[src/rtl/fetch_queue.sv]
// Instruction fetch queue: issues sequential reads, buffers returns, redirects on branch.
// Optional FETCH_QUEUE_PERF_EN adds a saturating stall_count output.
module fetch_queue #(
    parameter int ARQ = 16,
    parameter int MEMORY_ADDR_SIZE = 13,
    parameter int DEPTH = 4,
    parameter logic [MEMORY_ADDR_SIZE-1:0] RESET_PC = '0
) (
    input  logic                        clk,
    input  logic                        rst,
    output logic                        imem_rd,
    output logic [MEMORY_ADDR_SIZE-1:0] imem_addr,
    input  logic [ARQ-1:0]              imem_data,
    input  logic                        branch_taken,
    input  logic [MEMORY_ADDR_SIZE-1:0] jaddr,
    input  logic                        instr_ready,
`ifdef FETCH_QUEUE_PERF_EN
    output logic [15:0]                 stall_count,
`endif
    output logic                        instr_valid,
    output logic [ARQ-1:0]              instr_out,
    output logic [MEMORY_ADDR_SIZE-1:0] pc_out
);

    localparam int PW = $clog2(DEPTH);

    logic [ARQ-1:0]              ins_mem [DEPTH];
    logic [MEMORY_ADDR_SIZE-1:0] pc_mem  [DEPTH];

    logic [PW-1:0]               rd_ptr;
    logic [PW-1:0]               wr_ptr;
    logic [PW:0]                 count;
    logic                        inflight;
    logic [MEMORY_ADDR_SIZE-1:0] inflight_pc;
    logic [MEMORY_ADDR_SIZE-1:0] fetch_pc;

    logic                        has_room;
    logic                        issue;
    logic                        push;
    logic                        pop;

    // Credit counts the outstanding read but not a same-cycle pop.
    assign has_room = (32'(count) + 32'(inflight)) < 32'(DEPTH);
    assign issue    = !rst && !branch_taken && has_room;
    assign push     = inflight && !branch_taken;
    assign pop      = instr_valid && instr_ready && !branch_taken;

    assign imem_rd     = issue;
    assign imem_addr   = fetch_pc;
    assign instr_valid = !rst && (count != '0);
    assign instr_out   = instr_valid ? ins_mem[rd_ptr] : '0;
    assign pc_out      = instr_valid ? pc_mem[rd_ptr] : '0;

    always_ff @(posedge clk) begin
        if (!rst && push) begin
            ins_mem[wr_ptr] <= imem_data;
            pc_mem[wr_ptr]  <= inflight_pc;
        end
    end

    always_ff @(posedge clk) begin
        if (rst) begin
            rd_ptr      <= '0;
            wr_ptr      <= '0;
            count       <= '0;
            inflight    <= 1'b0;
            inflight_pc <= '0;
            fetch_pc    <= RESET_PC;
        end else if (branch_taken) begin
            rd_ptr   <= '0;
            wr_ptr   <= '0;
            count    <= '0;
            inflight <= 1'b0;
            fetch_pc <= jaddr;
        end else begin
            if (push) begin
                wr_ptr <= wr_ptr + 1'b1;
            end
            if (pop) begin
                rd_ptr <= rd_ptr + 1'b1;
            end
            count    <= count + {{PW{1'b0}}, push} - {{PW{1'b0}}, pop};
            inflight <= issue;
            if (issue) begin
                inflight_pc <= fetch_pc;
                fetch_pc    <= fetch_pc + 1'b1;
            end
        end
    end

`ifdef FETCH_QUEUE_PERF_EN
    always_ff @(posedge clk) begin
        if (rst) begin
            stall_count <= '0;
        end else if (!instr_valid && (stall_count != 16'hFFFF)) begin
            stall_count <= stall_count + 16'd1;
        end
    end
`endif

endmodule

[config.mk]
export PLATFORM = sky130hd
export DESIGN_NAME = fetch_queue
export DESIGN_NICKNAME = d
export VERILOG_FILES = /design/src/rtl/fetch_queue.sv
export SDC_FILE = /design/constraint.sdc
export NUM_CORES = 1
export LEC_CHECK = 0
export ABC_AREA = 1
export BUFFER_PORTS_ARGS = -buffer_cell sky130_fd_sc_hd__buf_2
export CELL_PAD_IN_SITES_DETAIL_PLACEMENT = 0
export CELL_PAD_IN_SITES_GLOBAL_PLACEMENT = 1
export CORE_MARGIN = 2
export CORE_UTILIZATION = 45
export CTS_CLUSTER_DIAMETER = 120
export DETAILED_ROUTE_END_ITERATION = 8
export PLACE_DENSITY = 0.76
export SETUP_SLACK_MARGIN = 0.15
export SLEW_MARGIN = 5
export SYNTH_ARGS = -nofsm -noshare
export SYNTH_HDL_FRONTEND = slang
export SYNTH_SLANG_ARGS = --single-unit
[constraint.sdc]
create_clock -name clk -period 3.43 [get_ports clk]
set_clock_uncertainty 0.2 [all_clocks]
set_input_delay 0.5145 -clock clk [delete_from_list [all_inputs] [get_ports clk]]
set_output_delay 0.5145 -clock clk [all_outputs]
set_load 0.05 [all_outputs]
# Yosys cells after proc, flatten, opt, wreduce, memory -nomap -nowiden
# Memories as Yosys holds them, arrays and structs flattened. A register that Yosys moved wholly into a read port is not among the register bits.
# Index checks and enable logic that the tools add are counted.
# word_totals
register_bits,34
ram_bits,116
output_inout_bits,44
word_cells,39
n_memories,2
# classes
add_sub_neg,6
order_cmp,1
n_mux,10
bitwise_logic,1
reduce_logical,13
# memory_table
name,words,width,rd,rd_clocked_by_memory_dff,write_ports,line,source
ins_mem,4,16,1,1,1,27,logic [ARQ-1:0] ins_mem [DEPTH];
pc_mem,4,13,1,1,1,28,logic [MEMORY_ADDR_SIZE-1:0] pc_mem [DEPTH];
# ops
cell,count
$mux W13,3
$mux W16,1
$add A13 B1 Y13 const B,1
$mux W2,4
$logic_and A1 B1 Y1,7
$add A2 B1 Y2 const B,2
$add A3 B1 Y4,1
$lt A4 B3 Y1 const B,1
$add A3 B1 Y3,1
$reduce_bool A3 Y1,1
$sub A3 B1 Y3,1
$logic_not A1 Y1,2
$mux W1,2
$reduce_and A2 Y1,1
$reduce_bool A2 Y1,1
$reduce_or A2 Y1,1
$not A1 Y1,1

# Logic depth before layout (Yosys ltp)
# Gate-level depths: netlist of run 1.
# depth
ltp_word,6
mapped_depth,11
ltp_nobuf,11

# Least setup slack after synthesis of run 1
# No wires, ideal clock.
# synth_timing
path_kind,input port to flip-flop
startpoint,in rst
endpoint,"mem ins_mem[0][0], enable pin"
arrival_ns,2.122
path_slack_ns,0.693
path_stages,4
n_path_buf,1
path_cell_list,buf_6 -> nor2_4 -> nand2_1 -> nor2_1
# synth_via
elab_chain_cells,4
# synth_lines
element,line,source
start: declaration,10,"input logic rst,"
$logic_not A1 Y1,55,if (!rst && push) begin
$logic_and A1 B1 Y1,55,
$mux W1,55,
$mux W1 (not written as such),56,ins_mem[wr_ptr] <= imem_data;
end: declaration,27,
# No other way between the ends.

# Worst setup path after layout of run 1
# layout_timing
startpoint,reg count[1]
endpoint,out instr_out[9]
# layout_via
elab_chain_cells,3
# layout_lines
element,line,source
start: declaration,32,logic [PW:0] count;
start signal: assignment,82,"count <= count + {{PW{1'b0}}, push} - {{PW{1'b0}}, pop};"
$reduce_bool A3 Y1,50,assign instr_valid = !rst && (count != '0);
$logic_and A1 B1 Y1,50,
$mux W16,51,assign instr_out = instr_valid ? ins_mem[rd_ptr] : '0;
end: declaration,21,"output logic [ARQ-1:0] instr_out,"
# No other way between the ends.

==> results of run 1 <==
[path summary, 6_finish.rpt]
kind,slack [ns],startpoint,cells after the start,end
setup reg to reg,1.26,count[1],11,count[2]
hold / removal,0.11,imem_data[10],1,ins_mem[0][10]
setup / recovery,0.47,count[1],6,instr_out[9]
hold reg to reg,0.30,inflight_pc[8],0,pc_mem[2][8]
[cell type report]
class	count	area share, %
Timing Repair Buffer	90	6.40
Sequential cell	152	55.5
Clock inverter	9	2.58
Inverter	38	1.88
Tap cell	180	2.97
Multi-Input combinational cell	392	24.6
Clock buffer	23	6.04
[stage by stage]
stage	hold slack, ns	area [sq um]
3_5_place_dp	0.288	6930
6_report	0.113	7580
4_1_cts	0.0913	7580
2_1_floorplan	0.260	6350
3_3_place_gp	0.276	6930
5_1_grt	0.0975	7580
[cell usage in the layout, fill, tap and decap left out]
master     count
nor2_8         1
fa_1           1
buf_4         14
edfxtp_1     116
inv_1         37
dfxtp_1       35
clkbuf_16     17
buf_2         76
o21ai_0       65
o21ai_1       11
nand3_1       29
nand3_2        1
nor3_1         2
nor2_4         5
nand4_1        3
nor2_1       144
nand2_4        1
a21oi_1       46
inv_2          1
and3_1         1
xnor2_1        3
clkbuf_8       1
nand2_2        3
bufinv_16      6
or2_2          1
xor2_1         1
ha_1           8
dfxtp_2        1
clkbuf_1       5
nand2_1       63
a21boi_1       3
clkinv_2       3
[logic make-up (layout without fill, tap and decap cells)]
logic type               after synthesis  in the layout
flip-flops                           152            152
buffers and inverters                 69            160
XOR/XNOR                               4              4
AO/OA/AOI/OAI                        125            125
adder cells (fa/ha/maj)                9              9
AND/OR/NAND/NOR                      254            254
[registers in the layout, indices dropped and copies added, names as in the netlist, named ones only]
register	cells
ins_mem	64
pc_mem	52
imem_addr	13
inflight_pc	13
count	3
rd_ptr	2
wr_ptr	2
inflight	1
[critical path, stage by stage, from the launching register on]
cell and delay [ns]:
dfxtp_1 0.42, inv_1 0.06, nand3_1 0.12, nand2_1 0.44, buf_4 0.37, a21oi_1 0.14, buf_2 0.28
[power by group]
group          switching (mW)  leakage, nW  internal [mW]
Sequential             0.0320         1.33           2.01
Clock                   0.668        0.319           1.38
Combinational           0.136         1.31         0.0569
[metal layers]
layer | share of wire [%] | vias up
met5 | 0 | -
met4 | 1.1 | 0
met3 | 5.2 | 11
met2 | 49 | 107
met1 | 45 | 2023
li1 | - | 2243
==> out/qor.txt, run 1 <==
share of cells above drive strength 1 -> 18.6%
most common cell in the netlist -> nor2_1
Max Clk Rate -> 0.338 GHz
Final ANT Viol Nets -> 0
Cell Pwr Density -> 565 mW/mm^2
final worst-path cycle share -> 86.4%
yosys warns -> 0
fin util -> 54.8%
GR Layer Usage met2 -> 31.0%
fraction of the mapped netlist area in adder cells -> 1.89%
Cell Area, Synth -> 0.00635 sq mm
FILL cells -> 1200
CTS Buf Count -> 17
min Tclk post-route -> 2.96 ns
synth top area cells -> edfxtp_1 55%, dfxtp_1 11%, nor2_1 8.8%
sequential cell area -> 0.00421 sq mm
Synth Area in XOR/XNOR -> 0.552%
setup_tns -> 0 ns
DR pass1 iterations -> 4
syn_area_per_cell -> 10.4 sq um
die area -> 0.0151 sq mm
Post-CTS Setup Bufs -> 0
CTS H-tree lvls -> 4
maximum VDD drop -> 0.290 mV
Syn Inst Count -> 613
Root Buffer -> clkbuf_16
Design Power -> 4.28 mW
DRT iter0 DRCs -> 357
Synth Area in Compound Gates -> 9.97%
pin count of the biggest net entering global routing -> 32
syn nets -> 655
post-place setup slack -> 0.673 ns
crit path DAT -> 2.25 ns
max-cap violations -> 0
first-pass GRT wire length -> 21100 microns
width of the die -> 123 microns
total grt overflow -> 0
Async S/R FF share, synth -> 0%
HPWL Detailed -> 8300 microns
simple-gate portion of the synthesized area -> 16.5%
Setup crit start kind -> flip-flop
hold-fix buffer count after cts -> 0
Core Area -> 0.0138 sq mm
# rows -> 43
WL/cell -> 14.9 microns
critical-path maximum fanout -> 16
I/O Buffers -> 76
worst-margin pin slew -> 0.727 ns
Slew Limit Fails -> 0
count of state elements after synthesis -> 152
via count -> 4384
Max clock buf depth -> 2
Worst Setup End Kind -> output port
gp weighted congestion -> 0.816
Setup violations, final -> 0
sequential area share after synthesis -> 66.2%
Slew headroom -> 51.4%
largest family of logic cells by synthesized area -> simple AND/OR/NAND/NOR gates
number of global-route vias before repair -> 4233
DRC viols -> 0
Commonest cells post-synth -> 148 x nor2_1, 116 x edfxtp_1, 65 x o21ai_0
CTS tree -> done
GR Util met1 -> 23.7%
drt via density -> 4.96
multi-input logic area -> 0.00187 sq mm
P_leak -> 2.96 nW
RSZ-0062 raised after global routing -> no
Finished Layout Cells -> 884
initial antenna violation count -> 0
kind of critical path -> flip-flop to output port
status -> complete, no violations
Synth area leader -> edfxtp_1
fraction of synthesized area in multiplexers -> 0%
grt met3 use -> 4.97%
top cell type's share of synthesized area -> 54.9%
number of flops mapped to enable cells by yosys -> 116
Nets -> 733
Setup WS post-layout -> 0.468 ns
clock sink total -> 152
Detailed Route WL -> 13200 microns
antenna diode count -> 0
GRT Total Usage -> 18.7%
Synth Flop Type -> edfxtp_1
Worst Path Required -> 2.72 ns
gr busiest metal -> met2
CTS clock-pin slew for the worst setup and hold paths -> 0.06 ns
Hold Path Class -> input port to flip-flop
Initial Utilization -> 45.9%
PostCTS Resize Cnt -> 0
placed insts -> 852
# IOs -> 77
die height -> 123 microns
area grow syn2layout -> 19.4%
clock latency at the later pin of the worst-skew pair -> 0.42 ns
synth unique cells -> 29
Final Hold Viols -> 0
Note: power is estimated with default switching activity, not from simulation.
==> run 2: changes to the inputs <==
--- a/config.mk
+++ b/config.mk
@@ -9,10 +9,12 @@
 export BUFFER_PORTS_ARGS = -buffer_cell sky130_fd_sc_hd__buf_2
 export CELL_PAD_IN_SITES_DETAIL_PLACEMENT = 0
 export CELL_PAD_IN_SITES_GLOBAL_PLACEMENT = 1
+export CORE_ASPECT_RATIO = 1.75
 export CORE_MARGIN = 2
 export CORE_UTILIZATION = 45
 export CTS_CLUSTER_DIAMETER = 120
 export DETAILED_ROUTE_END_ITERATION = 8
+export MAX_ROUTING_LAYER = met4
 export PLACE_DENSITY = 0.76
 export SETUP_SLACK_MARGIN = 0.15
 export SLEW_MARGIN = 5
==> run 2 against run 1 <==
Net effect: worst hold slack got worse by 0.0060 ns; register-to-register slack barely moved; non-clock buffer count fell by 3; global-route usage rose by 0.76 points; clock-buffer cell count fell by 6; total power fell by 6.4%; sequential share of layout area rose by 0.79 points; design area fell by 1.4%; core utilization fell by 0.80 points; clock power fell by 14%; critical path type unchanged.
==> out/qor.txt, run 2 (same netlist as run 1, synthesis figures left out) <==
Worst Setup End Kind -> output port
clock sink total -> 152 (unchanged)
CTS Buf Count -> 17 (unchanged)
clock latency at the later pin of the worst-skew pair -> 0.42 ns (about the same)
kind of critical path -> flip-flop to output port
Detailed Route WL -> 13600 microns (+3.3%)
Max clock buf depth -> 2 (unchanged)
Final ANT Viol Nets -> 0 (unchanged)
Cell Pwr Density -> 536 mW/mm^2 (-5.1%)
Setup crit start kind -> flip-flop
area grow syn2layout -> 17.7%
gp weighted congestion -> 0.868 (+6.4%)
Post-CTS Setup Bufs -> 0 (unchanged)
worst hold path cell count -> 1 (unchanged)
share of cells above drive strength 1 -> 19.1% (+0.48 points)
DR pass1 iterations -> 4 (unchanged)
post-place setup slack -> 0.610 ns (-0.0635 ns)
maximum VDD drop -> 0.360 mV (+24%)
DRC viols -> 0 (unchanged)
CTS clock-pin slew for the worst setup and hold paths -> 0.06 ns (about the same)
HPWL Detailed -> 8690 microns (+4.7%)
CTS H-tree lvls -> 4 (unchanged)
RSZ-0062 raised after global routing -> yes
# IOs -> 77 (unchanged)
final worst-path cycle share -> 90.7% (+4.3 points)
Worst Path Required -> 2.72 ns (about the same)
Setup WS post-layout -> 0.320 ns (-0.148 ns)
Initial Utilization -> 45.9% (about the same)
Nets -> 731 (-0.27%)
commonest non-fill, non-tap cell in the layout -> nor2_1
pin count of the biggest net entering global routing -> 59 (+84%)
Biggest register -> ins_mem
GRT Total Usage -> 19.5% (+0.76 points)
slowest CP cell -> clkinvlp_4
initial antenna violation count -> 0 (unchanged)
Root Buffer -> clkbuf_16
Slew headroom -> 57.8% (+6.4 points)
P_leak -> 2.90 nW (-2.1%)
CTS tree -> done
Max Clk Rate -> 0.321 GHz (-4.8%)
Core Area -> 0.0138 sq mm (about the same)
Worst R2R Path Depth -> 11 (unchanged)
fin util -> 54.0% (-0.80 points)
crit path DAT -> 2.40 ns (+0.15 ns)
antenna diode count -> 0 (unchanged)
min Tclk post-route -> 3.11 ns (+0.148 ns)
# rows -> 57 (+33%)
crit-path cells -> buf_4, clkinvlp_4, nor2_1, o21ai_0, a21oi_1, buf_2
number of global-route vias before repair -> 4466 (+5.5%)
CP max stage delay -> 0.44 ns (about the same)
Setup violations, final -> 0 (unchanged)
total grt overflow -> 0 (unchanged)
max-cap violations -> 0 (unchanged)
first-pass GRT wire length -> 21900 microns (+4.0%)
WL/cell -> 15.5 microns (+3.9%)
Regs by FF count -> ins_mem x64, pc_mem x52
Design Power -> 4.01 mW (-6.4%)
critical-path maximum fanout -> 31 (+15)
most frequent cells in the layout -> 144 x nor2_1, 116 x edfxtp_1, 75 x buf_2, 65 x o21ai_0, 63 x nand2_1
die height -> 161 microns (+31%)
width of the die -> 93.8 microns (-24%)
Final Hold Viols -> 0 (unchanged)
I/O Buffers -> 76 (unchanged)
Hold Path Class -> input port to flip-flop
status -> complete, no violations
via count -> 4464 (+1.8%)
max reg flops -> 64 (unchanged)
setup_tns -> 0 ns (unchanged)
Slew Limit Fails -> 0 (unchanged)
die area -> 0.0151 sq mm (+0.25%)
DRT iter0 DRCs -> 278 (-22%)
worst-margin pin slew -> 0.633 ns (-0.0942 ns)
drt via density -> 5.08 (+2.4%)
run 2: changes by cell type in the layout (fill, tap and decap cells not counted), moves of 4 or more:
cell / before / now
clkinvlp_4: 0 / 6
inv_6: 0 / 6
bufinv_16: 6 / 1
clkbuf_1: 5 / 0
nor2_2: 0 / 4
nor2_4: 5 / 1
run 2: path summary, 6_finish.rpt:
path | slack, ns | end | from
max | 0.32 | pc_out[4] | flip-flop
min | 0.11 | ins_mem[1][8] | imem_data[8]
max reg2reg | 1.25 | count[2] | count[1]
min reg2reg | 0.30 | pc_mem[3][4] | inflight_pc[4]
run 2: area by class of cell:
class | instances | area [sq um]
repair inverters | 1 | 7.51
well taps | 177 | 221
fillers | 1245 | 6360
flip-flops and latches | 152 | 4210
multi-input cells | 392 | 1850
clock inverters | 15 | 141
repair buffers | 87 | 478
inverters | 38 | 146
clock buffers | 17 | 425
run 2: repair_timing:
action                     in CTS  in global routing
setup endpoints to repair       0                 25
hold buffers                    0                  0
resized for setup               0                  2
run 2: worst max-delay path: cells and delay by family, from the launching register on:
kind                   cells  cell delay [ns]
flip-flops                 1             0.31
buffers and inverters      3             1.13
AND/OR/NAND/NOR            1             0.19
AO/OA/AOI/OAI              2             0.35
run 2: stage by stage:
stage / hold slack [ns] / cell area (sq um) / std cells
floorplan: 0.260 / 6350 / 613
global placement: 0.278 / 6900 / 846
detailed placement: 0.293 / 6900 / 846
CTS: 0.0924 / 7460 / 878
global route: 0.0868 / 7470 / 879
finish: 0.107 / 7470 / 879
run 2: metal layers:
layer  routed length, microns  track usage (%)  vias to the layer above
li1                         -                -                     2245
met1                     5440             21.6                     2101
met2                     7430             34.3                      107
met3                      545             4.71                       11
met4                      163             5.86                        0
met5                        0                -                        -
run 2: power by group:
part	switching, mW	internal (mW)
combinational	0.137	0.0568
clock	0.761	1.01
sequential	0.0318	2.01
total	0.930	3.08
